`config.mk`:
```
export PLATFORM = sky130hd
export DESIGN_NAME = apb_arbiter
export DESIGN_NICKNAME = d
export VERILOG_FILES = /design/src/rtl/apb_pkg.sv /design/src/rtl/rr_arbiter.sv /design/src/rtl/apb_arbiter.sv
export SDC_FILE = /design/constraint.sdc
export NUM_CORES = 1
export LEC_CHECK = 0
export CORE_AREA = 2 2 185 187
export DETAILED_ROUTE_END_ITERATION = 12
export DIE_AREA = 0 0 187 189
export PLACE_DENSITY = 0.59
export SLEW_MARGIN = 10
export SYNTH_ARGS = -nofsm -noshare
export SYNTH_HDL_FRONTEND = slang
export SYNTH_SLANG_ARGS = --single-unit
```
`constraint.sdc`:
```
create_clock -name clk -period 2.2 [get_ports clk]
set_input_delay 0.44 -clock clk [delete_from_list [all_inputs] [get_ports clk]]
set_output_delay 0.44 -clock clk [all_outputs]
set_load 0.01 [all_outputs]
```
`src/rtl/apb_pkg.sv`:
```
// Shared types and bus geometry for the APB arbiter.
package apb_pkg;

  typedef enum logic [1:0] {
    IDLE   = 2'd0,
    SETUP  = 2'd1,
    ACCESS = 2'd2
  } apb_state_e;

  localparam int ADDR_W      = 12;
  localparam int DATA_W      = 32;
  localparam int NUM_SLV     = 6;
  localparam int SLV_IDX_W   = 3;
  localparam int SLV_IDX_LSB = ADDR_W - SLV_IDX_W;

endpackage

```
`src/rtl/rr_arbiter.sv`:
```
// Round-robin arbiter: priority starts at the index after the last grant.
module rr_arbiter #(
  parameter int NUM_REQ = 4
) (
  input  logic               clk,
  input  logic               rst,
  input  logic [NUM_REQ-1:0] req,
  input  logic [NUM_REQ-1:0] mask,
  input  logic               advance,
  output logic [NUM_REQ-1:0] grant
);

  localparam int PTR_W = (NUM_REQ > 1) ? $clog2(NUM_REQ) : 1;

  logic [PTR_W-1:0]   last_q;
  logic [PTR_W-1:0]   win;
  logic [NUM_REQ-1:0] elig;
  logic               found;
  int unsigned        idx;

  always_comb begin
    elig  = req & ~mask;
    grant = '0;
    win   = last_q;
    found = 1'b0;
    idx   = 0;
    for (int unsigned i = 1; i <= NUM_REQ; i++) begin
      idx = (32'(last_q) + i) % 32'(NUM_REQ);
      for (int unsigned j = 0; j < NUM_REQ; j++) begin
        if (!found && (j == idx) && elig[j]) begin
          found    = 1'b1;
          grant[j] = 1'b1;
          win      = PTR_W'(j);
        end
      end
    end
  end

  // Reset pointer to the last index so requester 0 is searched first.
  always_ff @(posedge clk or negedge rst) begin
    if (!rst) begin
      last_q <= PTR_W'(NUM_REQ - 1);
    end else if (advance && found) begin
      last_q <= win;
    end
  end

endmodule

```
`src/rtl/apb_arbiter.sv`:
```
// Multi-requester APB master: round-robin arbitration, address decode to
// one-hot slave select, wait-state timeout, per-requester completion pulse.
module apb_arbiter #(
  parameter int NUM_REQ = 4,
  parameter int NUM_SLV = apb_pkg::NUM_SLV,
  parameter int ADDR_W  = apb_pkg::ADDR_W,
  parameter int DATA_W  = apb_pkg::DATA_W,
  parameter int TIMEOUT = 255
) (
  input  logic                      clk,
  input  logic                      rst,
  input  logic [NUM_REQ-1:0]        req,
  input  logic [NUM_REQ-1:0]        req_wr,
  input  logic [NUM_REQ*ADDR_W-1:0] req_addr,
  input  logic [NUM_REQ*DATA_W-1:0] req_wdata,
  output logic [NUM_REQ-1:0]        resp_done,
  output logic                      resp_err,
  output logic [DATA_W-1:0]         resp_rdata,
  output logic [NUM_SLV-1:0]        psel,
  output logic                      penable,
  output logic                      pwrite,
  output logic [ADDR_W-1:0]         paddr,
  output logic [DATA_W-1:0]         pwdata,
  input  logic [NUM_SLV*DATA_W-1:0] prdata,
  input  logic [NUM_SLV-1:0]        pready,
  input  logic [NUM_SLV-1:0]        pslverr
);

  import apb_pkg::*;

  apb_state_e             state_q;
  apb_state_e             state_d;
  logic [NUM_REQ-1:0]     grant;
  logic [NUM_REQ-1:0]     owner_q;
  logic [7:0]             wcnt_q;
  logic                   arb_go;
  logic                   win_wr;
  logic [ADDR_W-1:0]      win_addr;
  logic [DATA_W-1:0]      win_wdata;
  logic [SLV_IDX_W-1:0]   slv_idx;
  logic                   hit;
  logic                   sel_ready;
  logic                   sel_err;
  logic [DATA_W-1:0]      sel_rdata;
  logic                   timeout_hit;
  logic                   done_now;

  assign arb_go = (state_q == IDLE);

  // A requester being acknowledged this cycle sits out arbitration.
  rr_arbiter #(
    .NUM_REQ(NUM_REQ)
  ) u_rr (
    .clk    (clk),
    .rst    (rst),
    .req    (req),
    .mask   (resp_done),
    .advance(arb_go),
    .grant  (grant)
  );

  always_comb begin
    win_wr    = 1'b0;
    win_addr  = '0;
    win_wdata = '0;
    for (int unsigned i = 0; i < NUM_REQ; i++) begin
      if (grant[i]) begin
        win_wr    = req_wr[i];
        win_addr  = req_addr[i*ADDR_W +: ADDR_W];
        win_wdata = req_wdata[i*DATA_W +: DATA_W];
      end
    end
  end

  always_comb begin
    slv_idx   = paddr[ADDR_W-1 -: SLV_IDX_W];
    hit       = (32'(slv_idx) < 32'(NUM_SLV));
    sel_ready = 1'b0;
    sel_err   = 1'b0;
    sel_rdata = '0;
    for (int unsigned s = 0; s < NUM_SLV; s++) begin
      if (32'(slv_idx) == s) begin
        sel_ready = pready[s];
        sel_err   = pslverr[s];
        sel_rdata = prdata[s*DATA_W +: DATA_W];
      end
    end
  end

  assign timeout_hit = (state_q == ACCESS) && !sel_ready && (wcnt_q == 8'(TIMEOUT - 1));
  assign done_now    = ((state_q == SETUP) && !hit) ||
                       ((state_q == ACCESS) && (sel_ready || timeout_hit));

  always_ff @(posedge clk or negedge rst) begin
    if (!rst) begin
      state_q <= IDLE;
    end else begin
      state_q <= state_d;
    end
  end

  always_comb begin
    state_d = state_q;
    unique case (state_q)
      IDLE:    if (|grant) state_d = SETUP;
      SETUP:   state_d = hit ? ACCESS : IDLE;
      ACCESS:  if (sel_ready || timeout_hit) state_d = IDLE;
      default: state_d = IDLE;
    endcase
  end

  // Bus strobes decode straight from the state register so reset drops them at once.
  always_comb begin
    psel = '0;
    for (int unsigned s = 0; s < NUM_SLV; s++) begin
      psel[s] = (state_q != IDLE) && (32'(slv_idx) == s);
    end
    penable = (state_q == ACCESS);
  end

  always_ff @(posedge clk or negedge rst) begin
    if (!rst) begin
      owner_q    <= '0;
      pwrite     <= 1'b0;
      paddr      <= '0;
      pwdata     <= '0;
      wcnt_q     <= '0;
      resp_done  <= '0;
      resp_err   <= 1'b0;
      resp_rdata <= '0;
    end else begin
      if ((state_q == IDLE) && (|grant)) begin
        owner_q <= grant;
        pwrite  <= win_wr;
        paddr   <= win_addr;
        pwdata  <= win_wdata;
      end

      if (state_q == SETUP) begin
        wcnt_q <= '0;
      end else if ((state_q == ACCESS) && !sel_ready) begin
        wcnt_q <= wcnt_q + 8'd1;
      end

      resp_done  <= done_now ? owner_q : '0;
      resp_err   <= done_now && (!hit || !sel_ready || sel_err);
      resp_rdata <= (done_now && (state_q == ACCESS) && sel_ready && !pwrite) ? sel_rdata : '0;
    end
  end

  psel_onehot_a: assert property (@(posedge clk) disable iff (!rst) $onehot0(psel));
  penable_sel_a: assert property (@(posedge clk) disable iff (!rst) penable |-> (psel != '0));

endmodule

```
Word level (Yosys, flattened, before mapping)
Index checks and enable logic that the tools add are counted.
Widths: inputs -> output; s select.
{"block": "op_classes", "addsub": 5, "n_lt_le_gt_ge": 1, "n_eq_ne": 22, "mux": 85, "bitwise_logic": 2, "reduce_logical": 81}
{"operator": "$mux 32", "count": 11}
{"operator": "$logic_not 32->1", "count": 4}
{"operator": "$mux 12", "count": 4}
{"operator": "$logic_and 1x1->1", "count": 47}
{"operator": "$mux 1", "count": 47}
{"operator": "$mux 2", "count": 19}
{"operator": "$logic_not 1->1", "count": 18}
{"operator": "$eq 2x2->1 const A", "count": 8}
{"operator": "$mux 8", "count": 2}
{"operator": "$reduce_bool 16->1", "count": 1}
{"operator": "$add 8x1->8 const B", "count": 1}
{"operator": "$eq 1x2->1 const A", "count": 4}
{"operator": "$eq 8x8->1 const B", "count": 1}
{"operator": "$eq 3x2->1 const B", "count": 2}
{"operator": "$eq 3x3->1 const B", "count": 2}
{"operator": "$pmux 2 s3", "count": 1}
{"operator": "$add 2x1->2 const B", "count": 2}
{"operator": "$add 2x2->2 const B", "count": 2}
{"operator": "$and 4x4->4", "count": 1}
{"operator": "$logic_or 1x1->1", "count": 4}
{"operator": "$mux 4", "count": 1}
{"operator": "$not 4->4", "count": 1}
{"operator": "$reduce_and 2->1", "count": 2}
{"operator": "$reduce_bool 2->1", "count": 2}
{"operator": "9 further kinds", "count": 9}
{"block": "totals", "ff_bits": 98, "in_bits": 390, "output_inout_bits": 89}

Longest topological paths before layout
{"block": "depth", "depth_word": 67, "ltp_mapped": 8}

Hierarchy
From an unflattened synthesis, not the netlist that was laid out.
{"block": "hier_totals", "hier_cells": 730, "hier_area_um2": 6548.8}
{"mod": "apb_arbiter", "n_inst": 1, "cells_per_inst": 696, "area_per_inst_um2": 6283.5, "seq_area_each_um2": 2402.3}
{"mod": "rr_arbiter", "n_inst": 1, "cells_per_inst": 34, "area_per_inst_um2": 265.3, "seq_area_each_um2": 52.6}

Worst setup path before layout
No wires, ideal clock.
{"block": "synth_path", "path_type": "register to output", "startpoint": "reg paddr[9]", "endpoint": "out psel[0]", "arrival_ns": 1.487, "slack_ns": 0.273, "path_stages_with_launch": 6, "cell_sequence": "dfrtp_1 > buf_2 > buf_4 > buf_4 > buf_2 > nor4_1"}
{"block": "synth_via", "elab_chain_len": 2}
{"element": "from (decl)", "line_no": "apb_arbiter.sv:22", "rtl": "output logic [ADDR_W-1:0] paddr,"}
{"element": "from (signal assigned)", "line_no": "apb_arbiter.sv:135", "rtl": "paddr <= win_addr;"}
{"element": "$logic_not 3->1", "line_no": "apb_arbiter.sv:116", "rtl": "psel[s] = (state_q != IDLE) && (32'(slv_idx) == s);"}
{"element": "$logic_and 1x1->1", "line_no": "apb_arbiter.sv:116"}
{"element": "to (decl)", "line_no": "apb_arbiter.sv:19", "rtl": "output logic [NUM_SLV-1:0] psel,"}
No other way between the ends.

Worst setup path in the final report
{"block": "layout_path", "startpoint": "in req[1]", "endpoint": "reg pwdata[10]"}
{"block": "layout_via", "elab_chain_len": 61}
{"element": "from (decl)", "line_no": "apb_arbiter.sv:12", "rtl": "input logic [NUM_REQ-1:0] req,"}
{"element": "$and 4x4->4 (*)", "line_no": "rr_arbiter.sv:22", "rtl": "elig = req & ~mask;"}
{"element": "$logic_and 1x1->1", "line_no": "rr_arbiter.sv:30", "rtl": "if (!found && (j == idx) && elig[j]) begin"}
{"element": "$mux 1", "line_no": "rr_arbiter.sv:30"}
{"element": "$logic_not 1->1", "line_no": "rr_arbiter.sv:30"}
{"element": "$logic_and 1x1->1 (2 in series)", "line_no": "rr_arbiter.sv:30"}
{"element": "$mux 1", "line_no": "rr_arbiter.sv:30"}
{"element": "$logic_not 1->1", "line_no": "rr_arbiter.sv:30"}
{"element": "$logic_and 1x1->1 (2 in series)", "line_no": "rr_arbiter.sv:30"}
{"element": "(+41 left out)"}
{"element": "$logic_not 1->1", "line_no": "rr_arbiter.sv:30"}
{"element": "$logic_and 1x1->1 (2 in series)", "line_no": "rr_arbiter.sv:30"}
{"element": "$mux 1", "line_no": "rr_arbiter.sv:30"}
{"element": "$logic_not 1->1", "line_no": "rr_arbiter.sv:30"}
{"element": "$logic_and 1x1->1 (2 in series)", "line_no": "rr_arbiter.sv:30"}
{"element": "$mux 1", "line_no": "rr_arbiter.sv:30"}
{"element": "$reduce_or 4->1", "line_no": "apb_arbiter.sv:132", "rtl": "if ((state_q == IDLE) && (|grant)) begin"}
{"element": "$logic_and 1x1->1", "line_no": "apb_arbiter.sv:132"}
{"element": "to (signal assigned)", "line_no": "apb_arbiter.sv:136", "rtl": "pwdata <= win_wdata;"}
{"element": "to (decl)", "line_no": "apb_arbiter.sv:23", "rtl": "output logic [DATA_W-1:0] pwdata,"}
Every way passes the cells marked *; elsewhere a longest branch is shown, timed or not.
A chain may end at the register's enable or synchronous reset.

==> impl_metrics.json <==
{
  "yosysWarnings": 0,
  "synth_most_common_cell": "dfrtp_1",
  "power_per_cell_area_nw_per_um2": 971,
  "seq_area_frac_synth_pct": 38.4,
  "cpPeakStageDelay_ns": 0.42,
  "ys_top_cells_by_count": "96 x dfrtp_1, 77 x a22oi_1, 59 x nand2_1",
  "clockBufferDepth": 2,
  "drtPass1Iterations": 4,
  "clockRootBuffer": "clkbuf_16",
  "grt_pass1_wl_mm": 47.8,
  "syn-cell-area_um2": 6380,
  "hold_buffers": 0,
  "cts_max_level": 3,
  "peakVddDrop_v": 0.000408,
  "track_usage_pct": 17.8,
  "syn_to_final_growth_pct": 99.6,
  "cp.arrival_ns": 2.39,
  "cap_violations": 0,
  "ios": 479,
  "p_leak_nw": 4.93,
  "drt-initial-drc-count": 260,
  "synth_top_area_cell": "dfrtp_1",
  "io_buffers": 478,
  "outcome": "finished, final reports clean",
  "hpwl_mm": 25.1,
  "rr_worst_depth": 5,
  "wl_per_cell_um": 21.8,
  "ys_async_sr_fraction_pct": 100,
  "final_util_pct": 38.3,
  "max_freq_mhz": 463,
  "period_share_pct": 98.1,
  "n_fill_cell": 3299,
  "tightest_slew_ns": 0.778,
  "initial_core_util_pct": 19.2,
  "reg2reg_slack_ns": 0.14,
  "grt_pass1_vias": 7724,
  "numCtsBuffers": 9,
  "path_class": "in -> reg",
  "vias_per_cell": 4.73,
  "tns_ns": 0,
  "synth_area_leaders": "dfrtp_1 38%, mux4_2 12%, a22oi_1 9.1%, o211ai_2 7.6%, a32oi_1 6.2%",
  "path_clk_slew_ns": 0.07,
  "nets": 1466,
  "cp-end-kind": "flip-flop",
  "cts_tree": "done",
  "slew_headroom_pct": 47.6,
  "setup_violations": 0,
  "fp.dieH_um": 189,
  "start_kind": "input port",
  "worst_clock_skew_ns": 0.0113,
  "layout_setup_ws_ns": 0.0408,
  "drive_above_1_share_pct": 22.0,
  "ys_types": 53,
  "critical_path_required_ns": 2.43,
  "worst-path-max-fanout": 47,
  "rsz0062_at_grt": "no",
  "grt_max_degree": 54,
  "cp_top_family": "buffers and inverters",
  "ys_ff_latch": 98,
  "path_cells": "clkdlybuf4s50_1, nor2b_1, buf_4, o41ai_4, buf_6, inv_2, buf_12, a32oi_1, o211ai_2",
  "core_area_um2": 33300,
  "path_buf_inv": 5,
  "fp.dieW_um": 187,
  "antenna_found_initial": 6,
  "final_cell_area_um2": 12700,
  "drc": 0,
  "syn_nets": 973,
  "placed_area_um2": 12000,
  "avgSynthCellArea_um2": 11.0,
  "drtAntennaViolNets": 0,
  "min_path_type": "in -> async",
  "synth_edf_count": 0,
  "seqCellArea_um2": 2460,
  "r2r_end": "resp_done[1]",
  "hold_viol": 0,
  "dp_slack_ns": -0.536,
  "vias": 7247,
  "grt_overflow": 0,
  "r2r_start": "paddr[9]",
  "fp-row-count": 67,
  "worstSkewPairLatency_ns": 0.36,
  "finalCriticalPeriod_ns": 2.16,
  "place_congestion": 0.829,
  "wl_mm": 33.4,
  "multi_input_area_um2": 3940,
  "clkSinkCount": 98,
  "netlist_instances": 581,
  "synth_ff_type": "dfrtp_1",
  "synth_top_area_share_pct": 37.6,
  "crit_slowest_cell": "clkdlybuf4s50_1",
  "fin_hold_ws_ns": 0.0395,
  "design.die.area_um2": 35300,
  "finalMaxSlewViolations": 0
}
metal layers:
| layer | track usage [%] | wire, um |
|---|---|---|
| met3 | 5.17 | 2650 |
| met2 | 31.5 | 17300 |
| met5 | 0 | 0 |
| met4 | 6.81 | 878 |
| met1 | 20.3 | 12500 |
cell type report:
| cell class | count | area share [%] |
|---|---|---|
| inverters | 5 | 0.147 |
| multi-input cells | 418 | 30.9 |
| well taps | 448 | 4.40 |
| flip-flops and latches | 98 | 19.3 |
| clock buffers | 12 | 2.01 |
| repair buffers | 542 | 42.7 |
| diodes | 5 | 0.0982 |
| clock inverters | 4 | 0.403 |
report_power, final:
group | switching, mW | leakage, nW | total (mW) | internal, mW
Combinational | 3.88 | 3.49 | 7.93 | 4.05
Sequential | 0.370 | 1.30 | 2.73 | 2.36
Clock | 0.764 | 0.149 | 1.71 | 0.947
Total | 5.02 | 4.93 | 12.4 | 7.36
cell usage in the layout (no fill, tap or decap), types with 2 or more instances in the layout:
cell type	Yosys	routed
o21ai_0	10	9
nand4_1	3	3
diode_2	0	5
dfrtp_1	96	94
nand3_1	11	11
nor3_1	2	2
a22oi_1	77	77
mux2_2	35	35
ha_1	2	2
clkbuf_16	0	10
a32oi_2	0	24
mux2i_1	2	2
nand2b_1	6	6
buf_6	5	2
xor2_1	2	2
or3_1	3	2
nor4_1	3	3
and2_1	4	4
nand2_1	59	59
inv_1	3	3
o211ai_2	39	39
o31ai_1	3	3
a32oi_1	45	18
mux4_2	33	33
clkbuf_8	0	2
nor2_1	40	38
dlygate4sd2_1	0	7
a21o_1	2	2
dfstp_2	2	2
o211ai_1	6	6
nor2b_1	6	5
a32oi_4	0	3
clkdlybuf4s50_1	0	469
o21a_1	3	3
buf_12	0	13
nor2_4	0	4
buf_4	2	49
worst max-delay path by stage:
stage,start,endpoint,slack (ns),cells past startpoint
floorplan,paddr[9],psel[0],0.27,5
global placement,req[1],paddr[9],-0.53,6
detailed placement,req[1],pwdata[28],-0.54,6
CTS,req[1],pwdata[28],0.003,6
global route,req[1],paddr[6],0.005,9
finish,req[1],pwdata[10],0.04,9
state kept, by name (all words and copies together) (netlist names):
signal and count:
state_q 2, paddr 12, resp_rdata 32, wcnt_q 8
u_rr.last_q 2, pwrite 1, pwdata 32, resp_err 1
resp_done 4, owner_q 4
cell families after synthesis:
logic type / synth area share, %
xor gates and xnor gates: 0.274
adders and majority gates: 0.392
AOI/OAI and AO/OA: 27.4
DFF: 38.4
buffers and inverters: 5.09
muxes: 18.1
and+or+nand+nor: 10.2
repair_timing:
action | 4_1_cts | 5_1_grt
cloned | 1 | 2
buffers inserted | 5 | 6
pin swaps | 2 | 6
hold endpoints to repair | 0 | 0
endpoints found under the setup margin | 56 | 47
resized for setup | 22 | 28
through the flow:
step	power (mW)	cells
2_1_floorplan	6.71	581
3_3_place_gp	10.1	1497
3_5_place_dp	10.1	1497
4_1_cts	12.1	1519
5_1_grt	13.1	1532
6_report	12.4	1532
(Power assumes the default switching activity.)
